File: config.mk
export PLATFORM = sky130hd
export DESIGN_NAME = fifo_wr_ctrl
export DESIGN_NICKNAME = d
export VERILOG_FILES = /design/src/rtl/fifo_pkg.sv /design/src/rtl/sync_2ff.sv /design/src/rtl/fifo_wr_ctrl.sv
export SDC_FILE = /design/constraint.sdc
export NUM_CORES = 1
export LEC_CHECK = 0
export ABC_AREA = 1
export BUFFER_PORTS_ARGS = -buffer_cell sky130_fd_sc_hd__buf_2
export CAP_MARGIN = 10
export CORE_MARGIN = 4
export CORE_UTILIZATION = 45
export DETAILED_ROUTE_END_ITERATION = 8
export PLACE_DENSITY = 0.78
export SLEW_MARGIN = 15
export SYNTH_ARGS = -nofsm -noshare
export SYNTH_HDL_FRONTEND = slang
export SYNTH_SLANG_ARGS = --single-unit
File: constraint.sdc
create_clock -name clk -period 2.4 [get_ports clk]
set_input_delay 0.12 -clock clk [delete_from_list [all_inputs] [get_ports clk]]
set_output_delay 0.12 -clock clk [all_outputs]
set_load 0.005 [all_outputs]
File: src/rtl/fifo_pkg.sv
`default_nettype none
// ============================================================================
// Module      : fifo_pkg
// Description : Shared definitions for the asynchronous FIFO control blocks:
//               default address width and Gray/binary pointer conversions.
// Revision    : 1.0 - initial release
// ============================================================================
package fifo_pkg;

  // Default FIFO address width (depth = 2**FIFO_ADDR_W).
  localparam int FIFO_ADDR_W = 4;

  // Working width of the conversion helpers; callers zero-extend their
  // pointer into this width and size-cast the result back down.
  localparam int FIFO_FN_W = 32;

  // Binary to reflected Gray code.
  function automatic logic [FIFO_FN_W-1:0] bin2gray(input logic [FIFO_FN_W-1:0] b);
    return b ^ (b >> 1);
  endfunction

  // Gray to binary: prefix XOR running down from the MSB. Zero upper bits
  // leave the narrow result unchanged.
  function automatic logic [FIFO_FN_W-1:0] gray2bin(input logic [FIFO_FN_W-1:0] g);
    logic [FIFO_FN_W-1:0] b;
    b[FIFO_FN_W-1] = g[FIFO_FN_W-1];
    for (int i = FIFO_FN_W - 2; i >= 0; i--) begin
      b[i] = b[i+1] ^ g[i];
    end
    return b;
  endfunction

endpackage : fifo_pkg
`default_nettype wire

File: src/rtl/sync_2ff.sv
`default_nettype none
// ============================================================================
// Module      : sync_2ff
// Description : Two-flop clock-domain-crossing synchronizer. Each bit of d is
//               independently resynchronized into the clk domain; the caller
//               must guarantee that at most one bit changes at a time (Gray
//               coded bus). r_meta is the metastability-capture stage and
//               must be the only flop sampling d.
// Revision    : 1.0 - initial release
// ============================================================================
module sync_2ff #(
  parameter int WIDTH = 1
) (
  input  logic             clk,
  input  logic             rst,   // asynchronous, active-low
  input  logic [WIDTH-1:0] d,
  output logic [WIDTH-1:0] q
);

  // CDC stage 1 captures the asynchronous bus, stage 2 filters metastability.
  logic [WIDTH-1:0] r_meta;
  logic [WIDTH-1:0] r_sync;

  // Two back-to-back capture flops, cleared asynchronously by reset.
  always_ff @(posedge clk or negedge rst) begin
    if (!rst) begin
      r_meta <= '0;
      r_sync <= '0;
    end else begin
      r_meta <= d;
      r_sync <= r_meta;
    end
  end

  assign q = r_sync;

endmodule : sync_2ff
`default_nettype wire

File: src/rtl/fifo_wr_ctrl.sv
`default_nettype none
// ============================================================================
// Module      : fifo_wr_ctrl
// Description : Write-side controller of an asynchronous FIFO. Maintains the
//               binary and Gray write pointers, synchronizes the Gray read
//               pointer into the write clock domain and derives registered
//               full / almost_full / occupancy flags from next-state values
//               so they move on the same edge as the write pointer.
// Revision    : 1.0 - initial release
// ============================================================================
module fifo_wr_ctrl
  import fifo_pkg::*;
#(
  parameter int ADDR_W   = FIFO_ADDR_W,
  parameter int AF_LEVEL = 12
) (
  input  logic              clk,
  input  logic              rst,          // asynchronous, active-low
  input  logic              wr_en,
  input  logic [ADDR_W:0]   rptr_gray,
  output logic [ADDR_W:0]   wptr_gray,
  output logic [ADDR_W-1:0] waddr,
  output logic              wr_accept,
  output logic              full,
  output logic              almost_full,
  output logic [ADDR_W:0]   wr_level,
  output logic              overflow
);

  localparam int PTR_W = ADDR_W + 1;
  localparam int DEPTH = 2 ** ADDR_W;
  localparam logic [PTR_W-1:0] C_AF_LEVEL = PTR_W'(AF_LEVEL);

  // Elaboration-time parameter sanity: the full compare needs two pointer
  // MSBs plus at least one address bit, and AF_LEVEL must be reachable.
  if (ADDR_W < 2) begin : g_bad_addr_w
    $error("fifo_wr_ctrl: ADDR_W must be at least 2");
  end
  if ((AF_LEVEL < 1) || (AF_LEVEL > DEPTH)) begin : g_bad_af_level
    $error("fifo_wr_ctrl: AF_LEVEL must be in 1..DEPTH");
  end

  // Registered state.
  logic [PTR_W-1:0] r_wbin;
  logic [PTR_W-1:0] r_wgray;
  logic             r_full;
  logic             r_almost_full;
  logic [PTR_W-1:0] r_level;
  logic             r_overflow;

  // Combinational next-state terms.
  logic             w_wr_accept;
  logic             w_overflow_set;
  logic [PTR_W-1:0] w_rq_sync;
  logic [PTR_W-1:0] w_rbin_s;
  logic [PTR_W-1:0] w_wbin_next;
  logic [PTR_W-1:0] w_wgray_next;
  logic [PTR_W-1:0] w_full_pattern;
  logic             w_full_next;
  logic [PTR_W-1:0] w_level_next;
  logic             w_almost_full_next;

  // Read pointer crossing: the synchronizer is the only sampler of rptr_gray.
  sync_2ff #(
    .WIDTH (PTR_W)
  ) u_rptr_sync (
    .clk (clk),
    .rst (rst),
    .d   (rptr_gray),
    .q   (w_rq_sync)
  );

  // Accept a write only when not full; a write attempted while full is
  // dropped and recorded in the sticky overflow flag.
  assign w_wr_accept    = wr_en & ~r_full;
  assign w_overflow_set = wr_en & r_full;

  // Synchronized read pointer back to binary for the occupancy subtraction.
  assign w_rbin_s = PTR_W'(gray2bin(FIFO_FN_W'(w_rq_sync)));

  // Next write pointer, in binary and Gray.
  assign w_wbin_next  = r_wbin + PTR_W'(w_wr_accept);
  assign w_wgray_next = PTR_W'(bin2gray(FIFO_FN_W'(w_wbin_next)));

  // Full when the write pointer is exactly one lap ahead of the read
  // pointer: in Gray that is the read pointer with its two MSBs inverted.
  assign w_full_pattern = {~w_rq_sync[ADDR_W:ADDR_W-1], w_rq_sync[ADDR_W-2:0]};
  assign w_full_next    = (w_wgray_next == w_full_pattern);

  // Occupancy seen from the write side; modulo arithmetic handles the wrap.
  assign w_level_next       = w_wbin_next - w_rbin_s;
  assign w_almost_full_next = (w_level_next >= C_AF_LEVEL);

  // Pointer and flag registers, all loaded from next-state values so the
  // flags track the pointer on the same edge.
  always_ff @(posedge clk or negedge rst) begin
    if (!rst) begin
      r_wbin        <= '0;
      r_wgray       <= '0;
      r_full        <= 1'b0;
      r_almost_full <= 1'b0;
      r_level       <= '0;
    end else begin
      r_wbin        <= w_wbin_next;
      r_wgray       <= w_wgray_next;
      r_full        <= w_full_next;
      r_almost_full <= w_almost_full_next;
      r_level       <= w_level_next;
    end
  end

  // Sticky overflow flag, cleared only by reset.
  always_ff @(posedge clk or negedge rst) begin
    if (!rst) begin
      r_overflow <= 1'b0;
    end else if (w_overflow_set) begin
      r_overflow <= 1'b1;
    end
  end

  assign wptr_gray   = r_wgray;
  assign waddr       = r_wbin[ADDR_W-1:0];
  assign wr_accept   = w_wr_accept;
  assign full        = r_full;
  assign almost_full = r_almost_full;
  assign wr_level    = r_level;
  assign overflow    = r_overflow;

endmodule : fifo_wr_ctrl
`default_nettype wire

==> results_tabular.tex <==
\begin{tabular}{lr}
\hline
Metric & Value \\
\hline
\multicolumn{2}{l}{\textbf{Floorplanning}} \\
\quad Top Ports & 26 \\
\quad Std-Cell Core Area & 0.00250 mm² \\
\quad Die span in x & 59.6 µm \\
\quad Standard-cell row count & 18 \\
\quad Area enclosed by the die boundary & 0.00356 mm² \\
\quad Floorplan die height & 59.6 µm \\
\quad Starting density of the core & 48.0\% \\
\multicolumn{2}{l}{\textbf{Final layout}} \\
\quad Relative area change from synthesis to final layout & 30.1\% \\
\quad Final Core Density & 62.5\% \\
\quad Number of antenna repair diodes & 0 \\
\quad Post-route non-filler standard cell count & 199 \\
\quad Ratio of cells with drive above 1 in the final layout & 30.2\% \\
\quad Filler Cell Count & 210 \\
\quad Layout net count & 185 \\
\multicolumn{2}{l}{\textbf{Routing}} \\
\quad Routed WL per cell & 12.1 µm \\
\quad Pre-antenna DRT Iters & 4 \\
\quad Residual DRC count & 0 \\
\quad First DRT Iteration DRCs & 26 \\
\quad Routed wire length & 2.41 mm \\
\quad Vias per inst & 4.95 \\
\quad Number of vias in the routed layout & 985 \\
\quad Number of routed nets with antenna violations & 0 \\
\multicolumn{2}{l}{\textbf{Setup path}} \\
\quad Cell seen most often among critical-path stages & sky130\_fd\_sc\_hd\_\_nand2\_1 \\
\quad Depth of the worst register-to-register path & 14 \\
\quad Critical R2R Launch & u\_rptr\_sync.q[3]\$\_DFF\_PN0\_ \\
\quad Destination of the critical timing path & almost\_full\$\_DFF\_PN0\_ \\
\quad Worst Path Class, Setup & reg2reg \\
\quad Slowest cell on crit path & sky130\_fd\_sc\_hd\_\_dfrtp\_2 \\
\quad Crit Path Max Fanout & 4 \\
\quad FF-to-FF setup slack & 0.10 ns \\
\quad Data arrival time at the worst-slack endpoint & 2.58 ns \\
\quad Type of origin of the critical path & flop \\
\quad WP data required & 2.68 ns \\
\quad Endpoint class of the critical path & flop \\
\quad Worst-path cell chain & xnor2\_4 > or2\_1 > nand3\_2 > nand2\_2 > nand2\_1 > nand2\_1 > ha\_2 > fa\_2 > inv\_1 > nand2\_1 > nand2\_1 > a21oi\_1 > or2\_1 > nand3\_1 \\
\quad Highest cell delay on the worst timing path & 0.48 ns \\
\quad Reg-to-reg critical path endpoint & almost\_full\$\_DFF\_PN0\_ \\
\quad Startpoint of the most critical setup path & u\_rptr\_sync.q[3]\$\_DFF\_PN0\_ \\
\multicolumn{2}{l}{\textbf{Synth}} \\
\quad Cell types occupying the most area after synthesis & sky130\_fd\_sc\_hd\_\_dfrtp\_1 56\%, sky130\_fd\_sc\_hd\_\_nand2\_1 12\%, sky130\_fd\_sc\_hd\_\_nand3\_1 7.1\% \\
\quad Synth top area share & 56.3\% \\
\quad Distinct cell type count after synthesis & 19 \\
\quad Synth Instances & 125 \\
\quad Synthesis warning total & 0 \\
\quad Synth Cell Area & 0.00120 mm² \\
\quad Sequential fraction of the synthesis area & 56.3\% \\
\quad Post-synthesis average cell area & 9.60 µm² \\
\quad Synth async-reset ratio & 100\% \\
\quad Synthesized flop and latch total & 27 \\
\quad Cell taking the most area after synthesis & sky130\_fd\_sc\_hd\_\_dfrtp\_1 \\
\quad Prevailing post-synth register cell & sky130\_fd\_sc\_hd\_\_dfrtp\_1 \\
\quad Post-Syn Nets & 140 \\
\quad Cell with the most instances after synthesis & sky130\_fd\_sc\_hd\_\_nand2\_1 \\
\quad Post-synth EDFFs & 0 \\
\quad Commonest cells in the synthesized netlist & 37 x sky130\_fd\_sc\_hd\_\_nand2\_1, 27 x sky130\_fd\_sc\_hd\_\_dfrtp\_1, 17 x sky130\_fd\_sc\_hd\_\_inv\_1, 17 x sky130\_fd\_sc\_hd\_\_nand3\_1, 6 x sky130\_fd\_sc\_hd\_\_ha\_1 \\
\multicolumn{2}{l}{\textbf{STA}} \\
\quad Max Fclk & 0.435 GHz \\
\quad Relative slew slack & 61.5\% \\
\quad Setup-violating endpoint count in the final report & 0 \\
\quad Minimum clock period after layout & 2.30 ns \\
\quad Fraction of the cycle the final worst path needs & 95.8\% \\
\quad Total Neg Setup Slack & 0 ns \\
\quad Final worst-path setup slack & 0.101 ns \\
\quad Final-report max-slew violation count & 0 \\
\quad Slew @ Worst Pin & 0.578 ns \\
\quad Hold WS & 0.294 ns \\
\quad Final count of hold timing violations & 0 \\
\quad Worst Skew & 0.00107 ns \\
\multicolumn{2}{l}{\textbf{CTS}} \\
\quad Clock Tree Root & sky130\_fd\_sc\_hd\_\_clkbuf\_4 \\
\quad Clock transition at the register clock pins on the worst setup and hold paths after CTS & 0.14 ns \\
\quad Longest Clk Path Bufs & 2 \\
\quad Clock buffer count from CTS & 3 \\
\quad CTS tree & built \\
\quad Skew-Pair Late Insertion Delay & 0.33 ns \\
\quad \# H-tree levels & 1 \\
\quad TritonCTS sink count & 27 \\
\multicolumn{2}{l}{\textbf{Min path}} \\
\quad Path class of the lowest-slack min-delay path & in2async \\
\multicolumn{2}{l}{\textbf{Global route}} \\
\quad First-pass GRT wire length & 3.80 mm \\
\quad Total routing usage reported by global routing & 14.6\% \\
\quad Pin count of the biggest net entering global routing & 28 \\
\quad Most crowded layer after global routing & met2 \\
\quad Number of global-route vias before repair & 938 \\
\quad Total global routing overflow & 0 \\
\quad GR met2 Demand/Resource & 25.3\% \\
\quad Met1 usage & 16.4\% \\
\quad Antenna violations before repair & 0 \\
\quad GR met3 Demand/Resource & 2.18\% \\
\multicolumn{2}{l}{\textbf{Place}} \\
\quad Pre-CTS setup slack & 0.0184 ns \\
\quad Number of port buffers & 25 \\
\quad DPL Wire Length & 1.69 mm \\
\quad \# placed instances & 182 \\
\quad RD Place Congestion & 0.812 \\
\multicolumn{2}{l}{\textbf{Pwr}} \\
\quad Power Density & 1250 mW/mm² \\
\quad Total leakage power & 0.840 nW \\
\quad VDD IR-drop max & 0.000670 V \\
\multicolumn{2}{l}{\textbf{Run status}} \\
\quad Status & completed \\
\multicolumn{2}{l}{\textbf{Job}} \\
\quad Maxcap violations & 0 \\
\hline
\end{tabular}
==> stage by stage <==
stage	power [mW]	cell area (µm²)
CTS	1.90	1490
global placement	1.64	1380
finish	1.95	1560
floorplan	1.33	1200
detailed placement	1.68	1380
global route	2.14	1560
==> flip-flops by register name, indices dropped and copies added (netlist names) <==
signal and cells:
r_wbin 5, u_rptr_sync.q 5, u_rptr_sync.r_meta 5, wr_level 5, wptr_gray 4, almost_full 1, full 1, overflow 1
==> layout make-up <==
class                   count  area, µm²  area share, %
well taps                  30       37.5           2.40
clock buffers               3       22.5           1.44
repair buffers             40        255           16.3
inverters                  17       63.8           4.09
clock inverters             1       5.00          0.321
multi-input cells          81        499           32.0
flip-flops and latches     27        678           43.4
==> worst min-delay path by stage <==
stage	start	to	slack, ns
after floorplan	rst	almost_full$_DFF_PN0_	-0.18
after global placement	rst	r_wbin[2]$_DFF_PN0_	0.15
after detailed placement	rst	overflow$_DFFE_PN0P_	0.16
after CTS	rst	r_wbin[2]$_DFF_PN0_	0.31
after global routing	rst	r_wbin[0]$_DFF_PN0_	0.35
final	rst	overflow$_DFFE_PN0P_	0.29
==> routing by layer <==
metal,vias up,routed length (µm)
met5,-,0
met4,0,91
met3,9,164
met2,36,1160
met1,456,989
li1,484,-
==> power by group <==
group          leakage, nW  internal [mW]  switching [mW]  total, mW
combinational        0.505          0.473           0.582       1.06
sequential           0.317          0.614          0.0802      0.694
clock               0.0177         0.0628           0.138      0.201
total                0.840           1.15           0.801       1.95
==> cell families after synthesis <==
kind of cell	count (synthesis)	share of synthesized area, %
compound gates	4	1.88
xor+xnor	4	4.17
simple gates	66	24.4
buf+inv	17	5.32
fa+ha+maj	7	7.92
flops	27	56.3
==> cell usage in the layout, fill, tap and decap left out, types with 2 or more instances in the layout <==
cell type                       instances
sky130_fd_sc_hd__buf_4                  8
sky130_fd_sc_hd__dfrtp_2                2
sky130_fd_sc_hd__buf_2                 25
sky130_fd_sc_hd__ha_1                   2
sky130_fd_sc_hd__nand2_1               37
sky130_fd_sc_hd__nand3_1               16
sky130_fd_sc_hd__nor2_1                 3
sky130_fd_sc_hd__nand4_1                3
sky130_fd_sc_hd__inv_1                 16
sky130_fd_sc_hd__or2_1                  2
sky130_fd_sc_hd__a21oi_1                2
sky130_fd_sc_hd__clkbuf_4               3
sky130_fd_sc_hd__nand2_2                3
sky130_fd_sc_hd__dlygate4sd3_1          7
sky130_fd_sc_hd__dfrtp_1               25
sky130_fd_sc_hd__ha_2                   3
==> repair_timing <==
| action | 4_1_cts | 5_1_grt |
|---|---|---|
| endpoints found under the setup margin | 2 | 3 |
| endpoints found under the hold margin | 33 | 0 |
| pin swaps | 0 | 5 |
| resized for setup | 2 | 10 |
| setup buffers | 2 | 4 |
| hold buffers | 7 | 0 |
==> critical path: cells and delay by family, from the launching register on <==
kind                       cells  cell delay (ns)
AOI/OAI and AO/OA              1             0.07
adders and majority gates      2             0.53
xor gates and xnor gates       1             0.18
buffers and inverters          1             0.06
DFF                            1             0.48
and+or+nand+nor                9             0.93
Power figures use the tool's default switching activity.
